File: config.mk
export PLATFORM = sky130hd
export DESIGN_NAME = spi_txn_arbiter
export DESIGN_NICKNAME = d
export VERILOG_FILES = /design/src/rtl/spi_arb_pkg.sv /design/src/rtl/spi_arb_pick.sv /design/src/rtl/spi_txn_arbiter.sv
export SDC_FILE = /design/constraint.sdc
export NUM_CORES = 1
export LEC_CHECK = 0
export CORE_MARGIN = 2
export CORE_UTILIZATION = 33
export CTS_BUF_LIST = sky130_fd_sc_hd__clkbuf_2 sky130_fd_sc_hd__clkbuf_4 sky130_fd_sc_hd__clkbuf_8
export CTS_CLUSTER_DIAMETER = 120
export DETAILED_ROUTE_END_ITERATION = 10
export PLACE_DENSITY = 0.76
export SYNTH_ARGS = -nofsm -noshare
export SYNTH_HDL_FRONTEND = slang
export SYNTH_SLANG_ARGS = --single-unit
File: constraint.sdc
create_clock -name clk -period 1.3 [get_ports clk]
set_clock_uncertainty 0.05 [all_clocks]
set_input_delay 0.13 -clock clk [delete_from_list [all_inputs] [get_ports clk]]
set_output_delay 0.13 -clock clk [all_outputs]
set_load 0.1 [all_outputs]
File: src/rtl/spi_arb_pkg.sv
// Shared types and constants for the two-requester SPI transaction arbiter.
package spi_arb_pkg;
  localparam int NREQ   = 2;
  localparam int BYTE_W = 8;
  localparam int DIV_W  = 2;
  localparam logic [DIV_W-1:0] DIV_RST = 2'd1;

  typedef enum logic [2:0] {
    IDLE,
    CFG,
    ISSUE,
    SETTLE,
    RUN
  } state_t;
endpackage

File: src/rtl/spi_arb_pick.sv
// Combinational owner selection, one-hot result; zero when nobody requests.
// SPI_ARB_RR_EN: a tie goes to the requester that did not own the previous transaction.
module spi_arb_pick
  import spi_arb_pkg::*;
(
  input  logic [NREQ-1:0] req,
`ifdef SPI_ARB_RR_EN
  input  logic [NREQ-1:0] last_owner,
`endif
  output logic [NREQ-1:0] pick
);

  always_comb begin
    pick = '0;
`ifdef SPI_ARB_RR_EN
    // last_owner is always one-hot, so its complement names the other requester
    if (&req) begin
      pick = ~last_owner;
    end else if (req[0]) begin
      pick = 2'b01;
    end else if (req[1]) begin
      pick = 2'b10;
    end
`else
    if (req[0]) begin
      pick = 2'b01;
    end else if (req[1]) begin
      pick = 2'b10;
    end
`endif
  end

endmodule

File: src/rtl/spi_txn_arbiter.sv
// Locks one SPI byte controller to a requester from first byte to its end_txn byte; ack is combinational, done one cycle after busy drops.
// A waiting owner stalls everyone; non-owner requests are ignored. SPI_ARB_RR_EN selects round-robin ties, else requester 0 wins.
module spi_txn_arbiter
  import spi_arb_pkg::*;
(
  input  logic                     clk,
  input  logic                     rst,
  input  logic [NREQ-1:0]          req,
  input  logic [NREQ-1:0]          req_dc,
  input  logic [NREQ-1:0]          req_end_txn,
  input  logic [NREQ*BYTE_W-1:0]   req_data,
  input  logic [NREQ*DIV_W-1:0]    cfg_divider,
  input  logic [NREQ-1:0]          cfg_read_latency,
  output logic [NREQ-1:0]          ack,
  output logic [NREQ-1:0]          done,
  output logic [BYTE_W-1:0]        rdata,
  output logic [NREQ-1:0]          grant,
  output logic                     spi_start,
  output logic                     spi_dc,
  output logic                     spi_end_txn,
  output logic [BYTE_W-1:0]        spi_data,
  output logic                     spi_set_config,
  output logic [DIV_W-1:0]         spi_divider,
  output logic                     spi_read_latency,
  input  logic                     spi_busy,
  input  logic [BYTE_W-1:0]        spi_data_out
);

  state_t          state, state_nxt;
  logic [NREQ-1:0] pick;
  logic            owner;
  logic            issue;
  logic            run_fin;
  logic            end_q;
`ifdef SPI_ARB_RR_EN
  logic [NREQ-1:0] last_owner;
`endif

  spi_arb_pick u_pick (
    .req        (req),
`ifdef SPI_ARB_RR_EN
    .last_owner (last_owner),
`endif
    .pick       (pick)
  );

  assign owner   = grant[1];
  assign issue   = (state == ISSUE) && req[owner] && !spi_busy;
  assign run_fin = (state == RUN) && !spi_busy;

  always_ff @(posedge clk) begin
    if (rst) begin
      state <= IDLE;
    end else begin
      state <= state_nxt;
    end
  end

  always_comb begin
    state_nxt = state;
    case (state)
      IDLE:    if (|req) state_nxt = CFG;
      CFG:     state_nxt = ISSUE;
      ISSUE:   if (issue) state_nxt = SETTLE;
      SETTLE:  state_nxt = RUN;
      RUN:     if (run_fin) state_nxt = end_q ? IDLE : ISSUE;
      default: state_nxt = IDLE;
    endcase
  end

  always_comb begin
    spi_set_config = (state == CFG);
    spi_start      = issue;
    ack            = issue ? grant : '0;
    spi_dc         = issue & req_dc[owner];
    spi_end_txn    = issue & req_end_txn[owner];
    spi_data       = '0;
    if (issue) begin
      spi_data = owner ? req_data[2*BYTE_W-1:BYTE_W] : req_data[BYTE_W-1:0];
    end
  end

  always_ff @(posedge clk) begin
    if (rst) begin
      grant            <= '0;
      end_q            <= 1'b0;
      done             <= '0;
      rdata            <= '0;
      spi_divider      <= DIV_RST;
      spi_read_latency <= 1'b0;
`ifdef SPI_ARB_RR_EN
      last_owner       <= 2'b01;
`endif
    end else begin
      done <= '0;
      // owner's config is loaded with the grant so it is stable during CFG
      if (state == IDLE && |req) begin
        grant            <= pick;
        spi_divider      <= pick[1] ? cfg_divider[2*DIV_W-1:DIV_W] : cfg_divider[DIV_W-1:0];
        spi_read_latency <= pick[1] ? cfg_read_latency[1] : cfg_read_latency[0];
      end
      if (issue) begin
        end_q <= req_end_txn[owner];
      end
      if (run_fin) begin
        done  <= grant;
        rdata <= spi_data_out;
        if (end_q) begin
          grant <= '0;
`ifdef SPI_ARB_RR_EN
          last_owner <= grant;
`endif
        end
      end
    end
  end

endmodule
; Word-level counts from Yosys, hierarchy flattened
; Index checks and enable logic that the tools add are counted.
[totals]
output_inout_bits = 29
in_bits = 39
register_bits = 19
[op_classes]
reduce_logical = 9
n_bitwise = 3
n_mux = 21
order_cmp = 1
eq_ne = 7
[ops]
columns = operator, n
row1 = 2-bit two-way mux, 8
row2 = 8-bit two-way mux, 2
row3 = 3-bit case mux with 5 select lines, 1
row4 = 3-bit two-way mux, 3
row5 = 1-bit two-way mux, 7
row6 = 3-bit by 2-bit equality test with 1-bit output (second input constant), 2
row7 = 2-bit != test (second input constant), 3
row8 = 1-bit logical AND, 4
row9 = 2-bit OR reduction, 2
row10 = 3-bit by 1-bit equality test with 1-bit output (second input constant), 1
row11 = 3-bit equality test (second input constant), 1
row12 = 3-bit zero test, 1
row13 = 3-bit AND reduction, 1
row14 = 1-bit AND, 2
row15 = 1-bit by 2-bit less-than comparator with 1-bit output (second input constant), 1
row16 = 1-bit zero test, 1
row17 = 1-bit inverter, 1

; Longest topological paths before layout
; Gate-level depths: netlist of run 1.
[depth]
depth_word = 6
depth_mapped = 5
mapped_depth_nobuf = 3

; By module
; A second synthesis of run 1 with hierarchy kept.
[hier_totals]
cells_unflattened = 122
area_unflattened_um2 = 1031.0
[modules_own_cells]
columns = mod, seq_area_each_um2, n_inst, cells_per_inst, area_per_inst_um2
row1 = spi_txn_arbiter, 380.4, 1, 120, 1009.7
row2 = spi_arb_pick, 0.0, 1, 2, 21.3

; Worst setup path after synthesis of run 1
; No wires, ideal clock.
[synth_path]
path_type = register -> output
startpoint = register grant[1]
endpoint = output spi_data[0]
t_arrival_ns = 2.860
path_stages_with_launch = 5
path_slack_ns = -1.740
cell_sequence = dfxtp_1 > mux2_2 > nand2_1 > buf_2 > nor2_1
[synth_via]
elab_chain_len = 5
word_cells_on_any_way = 6
[synth_lines]
columns = element, line
row1 = start: declaration, spi_txn_arbiter.sv:17  ; output logic [NREQ-1:0] grant,
row2 = start signal: assignment, spi_txn_arbiter.sv:98  ; grant <= pick;
row3 = 1-bit two-way mux (implied by the code) (2 in a row), spi_txn_arbiter.sv:48  ; assign issue = (state == ISSUE) && req[owner] && !spi_busy;
row4 = 1-bit logical AND (2 in a row), spi_txn_arbiter.sv:48
row5 = 8-bit two-way mux (*), spi_txn_arbiter.sv:78  ; if (issue) begin
row6 = end: declaration, spi_txn_arbiter.sv:21  ; output logic [BYTE_W-1:0] spi_data,
; Every way passes the cells marked *; elsewhere a longest branch is shown, timed or not. The select of a mux whose other input is x is not followed.

; Final worst setup path of run 1
[layout_path]
startpoint = register state[0]
endpoint = output spi_data[1]
[layout_via]
elab_chain_len = 4
[layout_lines]
columns = element, line
row1 = start: declaration, spi_txn_arbiter.sv:29  ; state_t state, state_nxt;
row2 = start signal: assignment, spi_txn_arbiter.sv:55  ; state <= state_nxt;
row3 = 3-bit by 2-bit equality test with 1-bit output, spi_txn_arbiter.sv:48
row4 = 1-bit logical AND (2 in a row), spi_txn_arbiter.sv:48
row5 = 8-bit two-way mux, spi_txn_arbiter.sv:78
; Every way passes these cells.

==> results.txt, run 1 <==
Post-Synthesis Net Count -> 157
Yosys warns -> 0
Final Max Slew Viols -> 0
Clk pin slew, worst setup/hold paths -> 0.11 ns
Crit Path Max Fanout -> 6
Worst hold margin -> 0.326 ns
Drt first pass iters -> 4
Worst slew pin tran -> 0.314 ns
Drt total wl -> 4010 microns
Crit path max-delay family -> simple AND/OR/NAND/NOR gates
Critical path startpoint category -> register
Synthesized area -> 1020 sq um
Tmin final -> 1.80 ns
Pre-CTS setup slack -> -0.416 ns
Clock Power Share -> 0.130
Gpl congestion -> 0.768
GRT overflow -> 0
Post-synth top cells -> dfxtp_1 (19), nand2_1 (18), nor2_1 (16)
Worst endpoint required time -> 1.12 ns
Worst skew pair latency -> 0.30 ns
Antenna Nets Post-Route -> 0
Sequential Power Share -> 0.297
Clock buffer depth -> 2
CORE AREA -> 3000 sq um
Fin crit share -> 1.38
Num rows -> 20
Setup ws final -> -0.497 ns
Hold crit path type -> in2reg
Avg Cell Area, Syn -> 8.67 sq um
Vias in the first global route -> 1,228
Total GRT Usage -> 0.215
Count leader, synth -> dfxtp_1
Worst stage delay on the critical path -> 0.38 ns
Sequential share of the synthesized area -> 0.372
CTS tree -> yes
Clock root cell -> clkbuf_4
Total CTS buffers -> 3
Hold path cells -> 3
Gate power share -> 0.572
Failing checks -> negative setup slack
Top cell type's share of synthesized area -> 0.372
Post-DP HPWL -> 2770 microns
Static leakage -> 0.928 nW
Initial Util -> 0.341
Via Count -> 1,249
Die Y -> 59.7 microns
Ys flop type -> dfxtp_1
Hold_buf cts -> 0
ANT cells -> 0
Status -> complete, but fails checks
Reg2reg path depth -> 5
Sw Ratio -> 0.412
Cells after Synth -> 118
Final Setup Violations -> 32
# clock sinks -> 19
Nets -> 246
Hold Fails Final Rpt -> 0
FMAX -> 0.557 GHz
Yosys reg bits -> 19
Initial antenna violation count -> 0
Worst path cell trace -> nor4b_4 -> nand2_4 -> clkbuf_16 -> nor2_4 -> buf_12
Routed WL per cell -> 16.8 microns
Area leader, netlist -> dfxtp_1
Crit Path Category -> reg2out
Unrepaired setup endpoints after global routing -> yes
First-pass GRT wire length -> 5670 microns
Ports -> 68
DR iter-0 viols -> 26
Internal power -> 1.37 mW
Top cells by area, synth -> dfxtp_1 (37%), mux2i_1 (13%), a21oi_1 (6.8%)
P&R area growth vs syn -> 144%
DRC Markers -> 0
Share of layout cells above drive strength 1 -> 0.510
Clock H-tree levels -> 1
Cell variety after synth -> 31
Number of max-cap violations -> 0
Post-synth EDFFs -> 0
Fillers -> 167
Peak VDD IR -> 0.593 mV
PwrDens -> 936 nW/um^2
Slew headroom -> 0.785
CP arrival -> 1.62 ns
Largest net degree at the start of global routing -> 14
CP Buf/Inv Count -> 2
Psw -> 0.962 mW
FF+latch area -> 400 sq um
Worst Setup End Kind -> primary output
WP depth -> 5
Async set or reset register ratio after synthesis -> 0
I/O Buffers -> 67
Area of the die -> 3560 sq um
DR vias/cell -> 5.23
CP max-delay cell -> dfxtp_4
Die width -> 59.7 microns
Multi-input gate area -> 786 sq um
-- metal layers --
layer	vias up	wire length, microns	GRT usage	share of wire
met1	575	1480	0.240	0.37
met2	79	2100	0.387	0.52
met5	-	0	0	0
met4	0	87	0.0857	0.022
met3	8	349	0.0541	0.087
li1	587	-	-	-
-- worst reg2reg max path, cell delays in order, from the launching register on --
cell and delay [ns]:
dfxtp_4 0.38, buf_4 0.15, nor3_4 0.30, clkbuf_16 0.22, a21oi_1 0.08, nor3b_2 0.17
-- timing repair --
action | in CTS | in global routing
endpoints found under the setup margin | 29 | 31
resized for setup | 6 | 29
pin swaps | 3 | 21
setup buffers | 2 | 3
cloned | 0 | 3
-- final cells by class --
type                       count  share of cell area
timing repair buffer          91               0.490
inverter                       3             0.00602
sequential                    19               0.161
multi-input combinational     89               0.315
clock buffer                   3             0.00904
tap                           33              0.0166
clock inverter                 1             0.00201
-- kinds of logic after synthesis --
kind of cell	synth area share
muxes	0.138
and+or+nand+nor	0.284
buffers and inverters	0.0660
AOI/OAI and AO/OA	0.141
DFF	0.372
-- sequential cells by signal (all words and copies together), names as in the netlist --
signal and count:
spi_divider 2, done 2, state 3, grant 2
end_q 1, spi_read_latency 1, rdata 8
-- power by group through the flow --
| stage | Combinational (mW) | Clock, mW | Sequential (mW) |
|---|---|---|---|
| 5_1_grt | 1.38 | 0.344 | 0.701 |
| 4_1_cts | 1.15 | 0.311 | 0.686 |
| 6_report | 1.33 | 0.304 | 0.694 |
| 3_5_place_dp | 1.10 | 0 | 0.695 |
| 2_1_floorplan | 0.483 | 0 | 0.878 |
| 3_3_place_gp | 1.08 | 0 | 0.692 |
-- per-stage QoR --
step           cell area, sq um  TNS, ns   util  power [mW]  instances
2_1_floorplan              1160    -6.24      -        1.36        118
3_3_place_gp               2240    -8.64  0.746        1.77        228
3_5_place_dp               2240   -10.00  0.746        1.80        228
4_1_cts                    2310    -6.50  0.768        2.15        234
5_1_grt                    2490    -9.23  0.830        2.43        239
6_report                   2490    -7.63  0.830        2.33        239
-- cells in the final DEF, fill, tap and decap left out, drive strengths merged, types with 2 or more instances in the layout --
| cell type | count |
|---|---|
| nand2 | 18 |
| mux2i | 13 |
| nor3 | 4 |
| nor2 | 16 |
| clkdlybuf4s50 | 37 |
| a21o | 2 |
| nor4b | 4 |
| clkbuf | 5 |
| a211oi | 3 |
| nor2b | 2 |
| dfxtp | 19 |
| a21oi | 14 |
| buf | 51 |
| inv | 2 |
| or4b | 2 |
-- final timing paths --
check / from / endpoint / slack, ns
min: spi_data_out[4] / rdata[4] / 0.33
max reg2reg: state[0] / grant[1] / -0.12
max: state[0] / spi_data[1] / -0.50
min reg2reg: rdata[6] / rdata[6] / 0.45
Power figures use the tool's default switching activity.
==> inputs of run 2 (changes only) <==
Settings changed: CORE_MARGIN 2 to 3.
==> run 2 against run 1 <==
Compared with the run above: sequential share of layout area shrank 0.81 points; flip-flop and latch count is the same; fmax grew 1.8%; hold slack gained 0.025 ns; cell count grew 3.3%; non-clock buffer count grew 11; via count grew 7.8%; the flow still finishes with violations (negative setup slack); largest power group unchanged.
==> results.txt, run 2 (synthesis results as in run 1) <==
Hold crit path type -> in2reg (unchanged)
Largest net degree at the start of global routing -> 14 (unchanged)
Static leakage -> 1.00 nW (was 0.928 nW)
P&R area growth vs syn -> 155% (was 144%)
Worst stage delay on the critical path -> 0.37 ns (was 0.38 ns)
PwrDens -> 931 nW/um^2 (was 936 nW/um^2)
Area of the die -> 3810 sq um (was 3560 sq um)
Total Power -> 2.43 mW (was 2.33 mW)
# clock sinks -> 19 (unchanged)
Final Max Slew Viols -> 0 (unchanged)
Fin crit share -> 1.36 (was 1.38)
Total CTS buffers -> 3 (unchanged)
Slew headroom -> 0.639 (was 0.785)
Drt total wl -> 4970 microns (was 4010 microns)
Core Util, Final -> 0.914 (was 0.830)
Clock buffer depth -> 2 (unchanged)
Tmin final -> 1.77 ns (was 1.80 ns)
Initial antenna violation count -> 0 (unchanged)
DP Cell Count -> 235 (was 228)
Crit Path Category -> reg2out (unchanged)
Unrepaired setup endpoints after global routing -> yes (unchanged)
Die width -> 61.7 microns (was 59.7 microns)
Total GRT Usage -> 0.229 (was 0.215)
Peak VDD IR -> 0.545 mV (was 0.593 mV)
Most frequent cells in the layout -> clkdlybuf4s50_1 (37), buf_12 (30), buf_4 (20) (was clkdlybuf4s50_1 (37), buf_12 (31), buf_4 (14))
DRC Markers -> 0 (unchanged)
Failing checks -> negative setup slack (unchanged)
Clock H-tree levels -> 1 (unchanged)
GRT overflow -> 0 (unchanged)
DR vias/cell -> 5.45 (was 5.23)
Worst path cell trace -> nor4b_4 -> nand2_4 -> buf_12 -> nor2_4 -> buf_12 (was nor4b_4 -> nand2_4 -> clkbuf_16 -> nor2_4 -> buf_12)
FMAX -> 0.566 GHz (was 0.557 GHz)
Ports -> 68 (unchanged)
Critical path's most frequent cell -> buf_12
Max FFs per register -> 8 (unchanged)
Crit Path Max Fanout -> 10 (was 6)
Status -> complete, but fails checks (unchanged)
Vias in the first global route -> 1,350 (was 1,228)
CP max-delay cell -> dfxtp_4 (unchanged)
Nets -> 256 (was 246)
Via Count -> 1,347 (was 1,249)
Post-DP HPWL -> 3020 microns (was 2770 microns)
Die Y -> 61.7 microns (was 59.7 microns)
Top Registers -> rdata: 8 flops, state: 3 flops (unchanged)
Setup ws final -> -0.466 ns (was -0.497 ns)
Worst slew pin tran -> 0.540 ns (was 0.314 ns)
Hold Fails Final Rpt -> 0 (unchanged)
Clock root cell -> clkbuf_4 (unchanged)
Gpl congestion -> 0.863 (was 0.768)
I/O Buffers -> 67 (unchanged)
Most common cell after layout, fill and taps aside -> clkdlybuf4s50_1 (unchanged)
Number of max-cap violations -> 0 (unchanged)
Initial Util -> 0.359 (was 0.341)
CP arrival -> 1.59 ns (was 1.62 ns)
CORE AREA -> 2850 sq um (was 3000 sq um)
Worst endpoint required time -> 1.12 ns (about the same)
First-pass GRT wire length -> 6290 microns (was 5670 microns)
Drt first pass iters -> 4 (unchanged)
Critical path startpoint category -> register (unchanged)
ANT cells -> 0 (unchanged)
Worst skew pair latency -> 0.30 ns (about the same)
Num rows -> 19 (was 20)
Non-Filler Instances -> 247 (was 239)
Final Setup Violations -> 32 (unchanged)
Routed WL per cell -> 20.1 microns (was 16.8 microns)
CTS tree -> yes (unchanged)
DR iter-0 viols -> 82 (was 26)
Antenna Nets Post-Route -> 0 (unchanged)
Worst Setup End Kind -> primary output (unchanged)
Clk pin slew, worst setup/hold paths -> 0.11 ns (about the same)
Share of layout cells above drive strength 1 -> 0.588 (was 0.510)
Largest Register -> rdata (unchanged)
## run 2: cell count changes in the layout (fill, tap and decap cells not counted), sizes merged
cell / change
buf: +13
clkinv: -1
or4b: -1
clkbuf: -1
## run 2: timing repair
action                     4_1_cts  5_1_grt
setup buffers                    5        3
hold buffers                     0        0
setup endpoints to repair       33       32
gates cloned                     0        0
resized for setup               18       38
pin swaps                        7       28
## run 2: power by group
| group | leakage (nW) | internal, mW | switching, mW |
|---|---|---|---|
| clock network | 0.0184 | 0.141 | 0.192 |
| logic | 0.824 | 0.638 | 0.761 |
| registers | 0.158 | 0.635 | 0.0605 |
## run 2: critical path, delay by kind of cell, from the launching register on
family	cells	cell delay, ns
DFF	1	0.37
and+or+nand+nor	3	0.56
buffers and inverters	2	0.35
## run 2: final timing paths
check                  start  endpoint  slack, ns  depth (start not counted)
max                 state[2]    ack[0]      -0.47                          5
max reg2reg         state[0]  rdata[6]      -0.23                          7
min reg2reg         rdata[1]  rdata[1]       0.47                          2
min          spi_data_out[1]  rdata[1]       0.35                          3
## run 2: through the flow
step / setup TNS, ns / cell area [sq um] / hold WS (ns) / setup WS (ns)
5_1_grt: -10.75 / 2610 / 0.331 / -0.546
3_5_place_dp: -10.15 / 2310 / 0.432 / -0.417
3_3_place_gp: -9.47 / 2310 / 0.426 / -0.380
6_report: -8.99 / 2610 / 0.351 / -0.466
4_1_cts: -7.72 / 2430 / 0.320 / -0.465
2_1_floorplan: -6.24 / 1160 / 0.220 / -0.492
## run 2: cell type report
| type | instances | area, sq um |
|---|---|---|
| clock buffers | 4 | 30.0 |
| fillers | 108 | 244 |
| inverters | 3 | 15.0 |
| multi-input cells | 88 | 840 |
| flip-flops and latches | 19 | 398 |
| well taps | 31 | 38.8 |
| repair buffers | 102 | 1290 |
## run 2: layer usage
| layer | track usage | vias up | part of all wire |
|---|---|---|---|
| met2 | 0.410 | 82 | 0.51 |
| met3 | 0.0888 | 17 | 0.079 |
| met5 | 0 | - | 0 |
| met1 | 0.251 | 641 | 0.38 |
| met4 | 0.0636 | 0 | 0.029 |
| li1 | - | 607 | - |
